[config.mk]
export PLATFORM = sky130hd
export DESIGN_NAME = key_encoder_flat
export DESIGN_NICKNAME = d
export VERILOG_FILES = /design/src/rtl/key_encoder_if.sv /design/src/rtl/key_encoder.sv /design/src/flat_wrapper.sv
export SDC_FILE = /design/constraint.sdc
export NUM_CORES = 1
export LEC_CHECK = 0
export CORE_AREA = 2 2 95 97
export CTS_BUF_LIST = sky130_fd_sc_hd__clkbuf_4 sky130_fd_sc_hd__clkbuf_8 sky130_fd_sc_hd__clkbuf_16
export CTS_CLUSTER_DIAMETER = 120
export DETAILED_ROUTE_END_ITERATION = 6
export DIE_AREA = 0 0 97 99
export SETUP_SLACK_MARGIN = 0.02
export SLEW_MARGIN = 0
export SYNTH_ARGS = -nofsm -noshare
export SYNTH_HDL_FRONTEND = slang
export SYNTH_SLANG_ARGS = --single-unit
[constraint.sdc]
create_clock -name clk -period 7.6 [get_ports clk]
set_clock_uncertainty 0.05 [all_clocks]
set_input_delay 1.52 -clock clk [delete_from_list [all_inputs] [get_ports clk]]
set_output_delay 1.52 -clock clk [all_outputs]
set_load 0.01 [all_outputs]
[src/rtl/key_encoder_if.sv]
// Key encoder port bundle: enable qualifiers, raw key levels and encoded event outputs.
// Latency: none (signal container only).
// Backpressure: none; the consumer must accept o_key_valid pulses as they come.
interface key_encoder_if;
    logic       sw_2;
    logic       sw_3;
    logic [8:0] i_key;
    logic [3:0] o_key_data;
    logic       o_key_valid;

    // Stimulus / consumer side
    modport master (
        output sw_2,
        output sw_3,
        output i_key,
        input  o_key_data,
        input  o_key_valid
    );

    // Encoder side
    modport slave (
        input  sw_2,
        input  sw_3,
        input  i_key,
        output o_key_data,
        output o_key_valid
    );
endinterface

[src/rtl/key_encoder.sv]
// Purpose: debounce a 9-key pad and encode single presses into codes 1..9 with a one-clk event strobe.
// Latency: 2 sync clks + DEB_SAMPLES ticks + 1 tick (max) from stable press to o_key_valid.
// Backpressure: none; events are single-clk pulses. Optional macro KEY_AUTOREPEAT_EN adds held-key auto-repeat.
module key_encoder #(
    parameter int CLK_HZ      = 100_000_000,
    parameter int SAMPLE_HZ   = 1_000,
    parameter int DEB_SAMPLES = 4
) (
    input  logic          clk,
    input  logic          rst,
    key_encoder_if.slave  bus
);

    localparam int DIV = (CLK_HZ / SAMPLE_HZ > 0) ? (CLK_HZ / SAMPLE_HZ) : 1;
    localparam int CW  = (DIV > 1) ? $clog2(DIV) : 1;
    localparam logic [CW-1:0] TICK_LAST = CW'(DIV - 1);

`ifdef KEY_AUTOREPEAT_EN
    localparam logic [9:0] RPT_FIRST  = 10'd500;
    localparam logic [9:0] RPT_PERIOD = 10'd100;
`endif

    typedef enum logic [1:0] {
        ST_IDLE         = 2'd0,
        ST_PRESSED      = 2'd1,
        ST_RELEASE_WAIT = 2'd2
    } state_t;

    logic          en;
    logic [CW-1:0] tick_cnt;
    logic          tick;

    logic [8:0]    sync1;
    logic [8:0]    sync2;

    // Only the previous DEB_SAMPLES-1 samples are stored; together with the
    // sample taken this tick they form the full DEB_SAMPLES-wide window.
    logic [DEB_SAMPLES-2:0] hist    [9];
    logic [DEB_SAMPLES-1:0] hist_nx [9];
    logic [8:0]             deb;
    logic [8:0]             deb_nx;

    logic [3:0]    ones;
    logic [3:0]    key_code;
    logic          is_none;
    logic          is_single;
    logic          is_multi;

    state_t        state_q;
    state_t        state_d;
    logic [3:0]    data_q;
    logic [3:0]    data_d;
    logic          valid_q;
    logic          valid_d;

`ifdef KEY_AUTOREPEAT_EN
    logic [9:0]    rpt_cnt;
    logic [9:0]    rpt_cnt_d;
    logic          rpt_first;
    logic          rpt_first_d;
`endif

    assign en = bus.sw_2 & bus.sw_3;

    // Sample-rate divider; parked at zero whenever the block is disabled.
    always_ff @(posedge clk or posedge rst) begin
        if (rst) begin
            tick_cnt <= '0;
        end else if (!en || tick_cnt == TICK_LAST) begin
            tick_cnt <= '0;
        end else begin
            tick_cnt <= tick_cnt + 1'b1;
        end
    end

    assign tick = en && (tick_cnt == TICK_LAST);

    // Two-flop synchronizer on every raw key line.
    always_ff @(posedge clk or posedge rst) begin
        if (rst) begin
            sync1 <= '0;
            sync2 <= '0;
        end else begin
            sync1 <= bus.i_key;
            sync2 <= sync1;
        end
    end

    // Next sample window and debounced level: a key flips only when the whole window agrees.
    always_comb begin
        deb_nx = deb;
        for (int n = 0; n < 9; n++) begin
            hist_nx[n] = {hist[n], sync2[n]};
            if (&hist_nx[n]) begin
                deb_nx[n] = 1'b1;
            end else if (~|hist_nx[n]) begin
                deb_nx[n] = 1'b0;
            end
        end
    end

    // Debounce state advances on ticks and is wiped when the block is disabled.
    always_ff @(posedge clk or posedge rst) begin
        if (rst) begin
            for (int n = 0; n < 9; n++) begin
                hist[n] <= '0;
            end
            deb <= '0;
        end else if (!en) begin
            for (int n = 0; n < 9; n++) begin
                hist[n] <= '0;
            end
            deb <= '0;
        end else if (tick) begin
            for (int n = 0; n < 9; n++) begin
                hist[n] <= hist_nx[n][DEB_SAMPLES-2:0];
            end
            deb <= deb_nx;
        end
    end

    // Classify the debounced vector: none, single key (with its code) or chord.
    always_comb begin
        ones     = '0;
        key_code = '0;
        for (int i = 0; i < 9; i++) begin
            if (deb[i]) begin
                ones     = ones + 4'd1;
                key_code = 4'(i + 1);
            end
        end
        is_none   = (ones == 4'd0);
        is_single = (ones == 4'd1);
        is_multi  = (ones >= 4'd2);
    end

    // FSM and output registers.
    always_ff @(posedge clk or posedge rst) begin
        if (rst) begin
            state_q <= ST_IDLE;
            data_q  <= '0;
            valid_q <= 1'b0;
`ifdef KEY_AUTOREPEAT_EN
            rpt_cnt   <= '0;
            rpt_first <= 1'b1;
`endif
        end else begin
            state_q <= state_d;
            data_q  <= data_d;
            valid_q <= valid_d;
`ifdef KEY_AUTOREPEAT_EN
            rpt_cnt   <= rpt_cnt_d;
            rpt_first <= rpt_first_d;
`endif
        end
    end

    // Next-state and event logic; transitions are only evaluated on tick cycles.
    always_comb begin
        state_d = state_q;
        data_d  = data_q;
        valid_d = 1'b0;
`ifdef KEY_AUTOREPEAT_EN
        rpt_cnt_d   = rpt_cnt;
        rpt_first_d = rpt_first;
`endif
        if (!en) begin
            state_d = ST_IDLE;
            data_d  = '0;
        end else if (tick) begin
            case (state_q)
                ST_IDLE: begin
                    if (is_single) begin
                        state_d = ST_PRESSED;
                        data_d  = key_code;
                        valid_d = 1'b1;
                    end else if (is_multi) begin
                        // Ambiguous chord: swallow it until everything is released.
                        state_d = ST_RELEASE_WAIT;
                    end
                end
                ST_PRESSED: begin
                    if (is_none) begin
                        state_d = ST_IDLE;
                    end else if (is_multi || key_code != data_q) begin
                        state_d = ST_RELEASE_WAIT;
                    end else begin
`ifdef KEY_AUTOREPEAT_EN
                        rpt_cnt_d = rpt_cnt + 10'd1;
                        if (rpt_cnt_d == (rpt_first ? RPT_FIRST : RPT_PERIOD)) begin
                            valid_d     = 1'b1;
                            rpt_cnt_d   = '0;
                            rpt_first_d = 1'b0;
                        end
`else
                        state_d = ST_PRESSED;
`endif
                    end
                end
                ST_RELEASE_WAIT: begin
                    if (is_none) begin
                        state_d = ST_IDLE;
                    end
                end
                default: begin
                    state_d = ST_IDLE;
                end
            endcase
        end
`ifdef KEY_AUTOREPEAT_EN
        // Repeat timing restarts from scratch on every new press.
        if (state_d != ST_PRESSED) begin
            rpt_cnt_d   = '0;
            rpt_first_d = 1'b1;
        end
`endif
    end

    assign bus.o_key_data  = data_q;
    assign bus.o_key_valid = valid_q;

endmodule

[src/flat_wrapper.sv]
// flat-port wrapper written by rule: the top's interface ports become plain ports
module key_encoder_flat 
#(
    parameter int CLK_HZ      = 100_000_000,
    parameter int SAMPLE_HZ   = 1_000,
    parameter int DEB_SAMPLES = 4
)
  (clk, rst, bus_sw_2, bus_sw_3, bus_i_key, bus_o_key_data, bus_o_key_valid);
  key_encoder_if bus_i ();
  input  logic clk;
  input  logic rst;
  input wire logic [$bits(bus_i.sw_2)-1:0] bus_sw_2;
  input wire logic [$bits(bus_i.sw_3)-1:0] bus_sw_3;
  input wire logic [$bits(bus_i.i_key)-1:0] bus_i_key;
  output wire logic [$bits(bus_i.o_key_data)-1:0] bus_o_key_data;
  output wire logic [$bits(bus_i.o_key_valid)-1:0] bus_o_key_valid;
  assign bus_i.sw_2 = bus_sw_2;
  assign bus_i.sw_3 = bus_sw_3;
  assign bus_i.i_key = bus_i_key;
  assign bus_o_key_data = bus_i.o_key_data;
  assign bus_o_key_valid = bus_i.o_key_valid;
  key_encoder #(.CLK_HZ(CLK_HZ), .SAMPLE_HZ(SAMPLE_HZ), .DEB_SAMPLES(DEB_SAMPLES)) u_core (.clk(clk), .rst(rst), .bus(bus_i));
endmodule
### Yosys cells after proc, flatten, opt, wreduce, memory -nomap -nowiden

Cells that the tools add are included.
W data, S select, Z words.

| cells by class | value |
|---|---|
| $add $sub $neg | 9 |
| $lt $le $gt $ge | 1 |
| eq/ne operators | 19 |
| muxes and demuxes | 56 |
| bitwise logic cells | 1 |
| reduce and logical (&&, ||, !) cells | 35 |

Operator list:

| kind | number |
|---|---|
| $mux W4 | 14 |
| $mux W27 | 2 |
| $reduce_and A4 Y1 | 9 |
| $reduce_or A4 Y1 | 9 |
| $ne A3 B3 Y1 const B | 10 |
| $add A4 B1 Y4 const B | 7 |
| $mux W1 | 23 |
| $mux W2 | 9 |
| $mux W9 | 2 |
| $reduce_and A2 Y1 | 9 |
| $add A17 B1 Y17 const B | 1 |
| $eq A17 B17 Y1 const B | 1 |
| $mux W17 | 1 |
| $mux W3 | 4 |
| $ne A2 B2 Y1 const B | 3 |
| $pmux W2 S3 | 1 |
| $reduce_and A3 Y1 | 2 |
| $eq A4 B1 Y1 const B | 1 |
| $ge A4 B2 Y1 const B | 1 |
| $logic_not A4 Y1 | 1 |
| $ne A4 B4 Y1 | 1 |
| $ne A4 B4 Y1 const B | 1 |
| $add A1 B1 Y2 const B | 1 |
| $eq A2 B1 Y1 const B | 1 |
| 6 further kinds | 7 |

| storage, ports and cells | value |
|---|---|
| register bits | 78 |
| input bits | 13 |
| output and inout port bits | 5 |
| logic and storage cells | 145 |

### Longest topological paths before layout

| depth | value |
|---|---|
| depth after elaboration | 24 |
| gate-level depth with buffers | 24 |

### Least setup slack after synthesis

Ideal clock, no wire load.

| path | value |
|---|---|
| kind | register to register |
| start point | register u_core.deb[0] |
| end point | register u_core.data_q[1] (netlist: u_core.bus.o_key_data[1]) |
| library setup time | 0.136 ns |
| data arrival time | 4.382 ns |
| required time | 7.414 ns |
| setup slack | 3.032 ns |
| stages on the path, launching flop included | 25 |
| path buffers | 1 |
| clock period less this slack | 4.568 ns |
| cells stage by stage | dfrtp_1 -> inv_1 -> ha_1 -> buf_6 -> xor2_1 -> ha_1 -> xnor2_1 -> nand2_1 -> o21ai_0 -> xnor2_1 -> a21oi_1 -> ha_1 -> nand2_1 -> o41ai_1 -> xnor2_1 -> mux2_2 -> ha_1 -> nand2_1 -> xnor2_1 -> xnor3_1 -> xor2_1 -> a22oi_2 -> or4_1 -> nand2_1 -> a21oi_1 |

| between the ends | value |
|---|---|
| longest elaborated chain between the ends | 20 |

Ends and longest elaborated chain:

| item | RTL line | RTL |
|---|---|---|
| start, declared | key_encoder.sv:40 | `logic [8:0] deb;` |
| start signal, assigned | key_encoder.sv:118 | `deb <= deb_nx;` |
| $mux W1 (*) | key_encoder.sv:127 | `if (deb[i]) begin` |
| $add A1 B1 Y2 | key_encoder.sv:128 | `ones = ones + 4'd1;` |
| $mux W4 (*) | key_encoder.sv:127 |  |
| $add A4 B1 Y4 | key_encoder.sv:128 |  |
| $mux W4 (*) | key_encoder.sv:127 |  |
| $add A4 B1 Y4 | key_encoder.sv:128 |  |
| $mux W4 (*) | key_encoder.sv:127 |  |
| $add A4 B1 Y4 | key_encoder.sv:128 |  |
| [4 not listed] | n/a |  |
| $mux W4 (*) | key_encoder.sv:127 |  |
| $add A4 B1 Y4 | key_encoder.sv:128 |  |
| $mux W4 (*) | key_encoder.sv:127 |  |
| $add A4 B1 Y4 | key_encoder.sv:128 |  |
| $mux W4 (*) | key_encoder.sv:127 |  |
| $eq A4 B1 Y1 (*) | key_encoder.sv:133 | `is_single = (ones == 4'd1);` |
| $ne A2 B2 Y1 (no source line) (*) | n/a |  |
| $reduce_and A3 Y1 (no source line) (*) | n/a |  |
| end signal, assigned | key_encoder.sv:149 | `data_q <= data_d;` |
| end, declared | key_encoder.sv:51 | `logic [3:0] data_q;` |

Every way passes the cells marked *; elsewhere a longest branch is shown, timed or not.
A chain may end at the register's enable or synchronous reset.

### Worst setup path in the final report

| path | value |
|---|---|
| start point | register u_core.deb[1] |
| end point | register u_core.data_q[1] (netlist: u_core.bus.o_key_data[1]) |

| between the ends | value |
|---|---|
| longest elaborated chain between the ends | 18 |

Ends and longest elaborated chain:

| item | RTL line |
|---|---|
| $mux W4 | key_encoder.sv:127 |
| $add A4 B1 Y4 | key_encoder.sv:128 |
| $mux W4 | key_encoder.sv:127 |
| $add A4 B1 Y4 | key_encoder.sv:128 |
| $mux W4 | key_encoder.sv:127 |
| $add A4 B1 Y4 | key_encoder.sv:128 |
| $mux W4 | key_encoder.sv:127 |
| $add A4 B1 Y4 | key_encoder.sv:128 |
| [2 not listed] | n/a |
| $mux W4 | key_encoder.sv:127 |
| $add A4 B1 Y4 | key_encoder.sv:128 |
| $mux W4 | key_encoder.sv:127 |
| $add A4 B1 Y4 | key_encoder.sv:128 |
| $mux W4 | key_encoder.sv:127 |
| $eq A4 B1 Y1 | key_encoder.sv:133 |
| $ne A2 B2 Y1 (no source line) | n/a |
| $reduce_and A3 Y1 (no source line) | n/a |

Parallel ways exist; a longest one is shown, timed or not. The select of a mux whose other input is x is not followed.

==> reports/metrics.yaml <==
outcome: "finished clean"
crit_type: "flip-flop to flip-flop"
layout_min_cycle_time_ns: 4.92
placed_cell_area_um2: 4270
ctsHoldBuffers: 0
drv_cap: 0
cts.path.max_buffers: 2
nNetsFinal: 455
post-route-period-util_pct: 64.7
synth_seq_cells: 78
postSynthCellCount: 420
final_core_util_pct: 52.3
p_per_area_nw_per_um2: 170
fmaxAchievable_mhz: 203
power.total_uw: 760
synth_top_area_share_pct: 48.5
slowest_delay_ns: 0.55
ctsHtreeMaxLevel: 3
drc: 0
layout_commonest_cell: "dfrtp_1"
cellLeakagePower_nw: 1.88
diodes: 0
insertion_delay_ns: 0.35
cts_resized: 0
die_w_um: 97
antenna_found_initial: 0
synth_area_leaders: "dfrtp_1 (48%), nand2_1 (7.1%), a21oi_1 (5.6%)"
path_buf_inv: 1
routedWlPerCell_um: 13.6
rrSetupSlack_ns: 2.68
drt_iter0_drc: 148
core-area_um2: 8550
hold_viol_final: 0
synth-edff-count: 0
syn_avg_cell_area_um2: 9.59
ys.flop_type: "dfrtp_1"
drive_above_1_share_pct: 7.13
grt_pass1_vias: 2786
synth_seq_area_share_pct: 48.5
cts-root-buf: "clkbuf_8"
rsz0062_at_grt: "false"
hp-class: "flip-flop to flip-flop"
area.growth.synth_to_final_pct: 11.1
ios: 18
grt_max_degree: 79
hpwl_mm: 4.80
cts_tree: "yes"
start_kind: "flip-flop"
setup_violations: 0
met2_length_mm: 3.25
setup_ws_ns: 2.68
syn-cell-area_um2: 4030
routabilityCongestion: 0.777
route.met3.wl_um: 188
io_buffers: 17
yosysWarnings: 0
clock_sinks: 78
critPathCaptureType: "flip-flop"
highest_layer: "met4"
wl_met1_mm: 3.79
cpMaxStageDelayCell: "or4_1"
path_clk_slew_ns: 0.08
ant_nets: 0
path_max_fanout: 7
post-place-ws_ns: 2.67
grt_usage_pct: 17.0
arrival_ns: 5.09
via_per_inst: 5.50
max-vdd-ir-drop_v: 0.000107
max_slew_margin_pct: 35.8
required_ns: 7.77
cts_setup_buffers: 0
crit_chain: "inv_1 > ha_1 > xor2_1 > ha_1 > xnor2_1 > nand2_1 > o21ai_0 > xnor2_1 > a21oi_1 > ha_1 > nand2_1 > o41ai_1 > xnor2_1 > mux2_2 > ha_1 > nand2_1 > nand2_1 > ha_1 > nor2b_1 > a22oi_2 > or4_1 > nand2_1 > a21oi_1"
synth_fp_nets: 445
grt_pass1_wl_mm: 13.3
routed-via-count: 2985
std_cell_rows: 34
start_util_pct: 47.1
layout_common_cells: "dfrtp_1 (78), nand2_1 (76), a21oi_1 (45), nor2_1 (34), xor2_1 (21)"
async_flop_share_pct: 100
worstMarginPinSlew_ns: 0.963
maxSlewViolCount: 0
routed_wl_mm: 7.36
numCtsBuffers: 9
die_y_um: 99
synth_top_area_cell: "dfrtp_1"
stdcell_area_um2: 4470
grt-ovfl-total: 0
ys_types: 48
path_delay_family: "adder cells"
first_pass_iters: 4
finalSetupTns_ns: 0
die_area_um2: 9600
-- final timing paths --
kind,startpoint,endpoint,depth (start not counted)
setup / recovery,u_core.deb[1]$_DFFE_PP0P_,u_core.bus.o_key_data[1]$_DFFE_PP0P_,23
hold / removal,u_core.sync1[3]$_DFF_PP0_,u_core.sync2[3]$_DFF_PP0_,0
setup reg to reg,u_core.deb[1]$_DFFE_PP0P_,u_core.bus.o_key_data[1]$_DFFE_PP0P_,23
hold reg to reg,u_core.sync1[3]$_DFF_PP0_,u_core.sync2[3]$_DFF_PP0_,0
max in group asynchronous,rst,u_core.bus.o_key_valid$_DFF_PP0_,3
min in group asynchronous,rst,u_core.tick_cnt[11]$_DFF_PP0_,3
-- cell type report --
| cell class | instances | area [um^2] |
|---|---|---|
| inverter | 9 | 35.0 |
| clock inverter | 5 | 56.3 |
| tap | 108 | 135 |
| timing repair buffer | 21 | 200 |
| clock buffer | 11 | 145 |
| fill | 797 | 4080 |
| multi-input combinational | 311 | 1950 |
| sequential | 78 | 1950 |
-- logic make-up (layout without fill, tap and decap cells) --
kind of cell	count (synthesis)	count (layout)	share of synthesized area [%]
xor gates and xnor gates	42	42	10.9
muxes	5	5	1.27
adders and majority gates	12	12	3.73
DFF	78	78	48.5
buffers and inverters	31	46	3.14
AOI/OAI and AO/OA	74	74	11.5
and+or+nand+nor	178	178	20.9
-- cell usage after synthesis (2+ instances only) --
| cell type | number |
|---|---|
| dfrtp_1 | 78 |
| nand2_1 | 76 |
| a21oi_1 | 45 |
| nor2_1 | 34 |
| xor2_1 | 21 |
| clkbuf_1 | 17 |
| xnor2_1 | 15 |
| nor3_1 | 14 |
| ha_1 | 12 |
| nand3_1 | 12 |
| or4_1 | 10 |
| a41oi_1 | 9 |
| inv_1 | 9 |
| and3_1 | 7 |
| nor2b_1 | 6 |
| mux2i_1 | 4 |
| nand4_1 | 4 |
| nor4_1 | 4 |
| nor3b_1 | 3 |
| a31oi_1 | 2 |
| buf_1 | 2 |
| buf_2 | 2 |
| o211ai_1 | 2 |
| o21ai_0 | 2 |
| o21bai_1 | 2 |
| o31ai_1 | 2 |
| o41ai_1 | 2 |
| or3_1 | 2 |
| xnor3_1 | 2 |
| xnor3_2 | 2 |
-- report_power, final --
group / total [mW] / internal [mW] / switching, mW
Sequential: 0.423 / 0.420 / 0.00297
Combinational: 0.0211 / 0.00678 / 0.0143
Clock: 0.316 / 0.164 / 0.151
-- sequential cells by signal, summed over array words and instances (netlist names) --
name / cells
u_core.bus.o_key_valid: 1
u_core.hist: 27
u_core.bus.o_key_data: 4
u_core.state_q: 2
u_core.deb: 9
u_core.tick_cnt: 17
u_core.sync2: 9
u_core.sync1: 9
-- metrics by stage --
| stage | std cells | hold WS [ns] |
|---|---|---|
| after floorplan | 420 | 0.281 |
| after global placement | 527 | 0.282 |
| after detailed placement | 527 | 0.285 |
| after CTS | 543 | 0.303 |
| after global routing | 543 | 0.308 |
| final | 543 | 0.301 |
-- layer usage --
metal	vias up	GRT usage, %
met5	-	0
met4	0	7.48
met3	11	3.40
met2	39	25.6
met1	1454	23.9
li1	1481	-
Power figures use the tool's default switching activity.
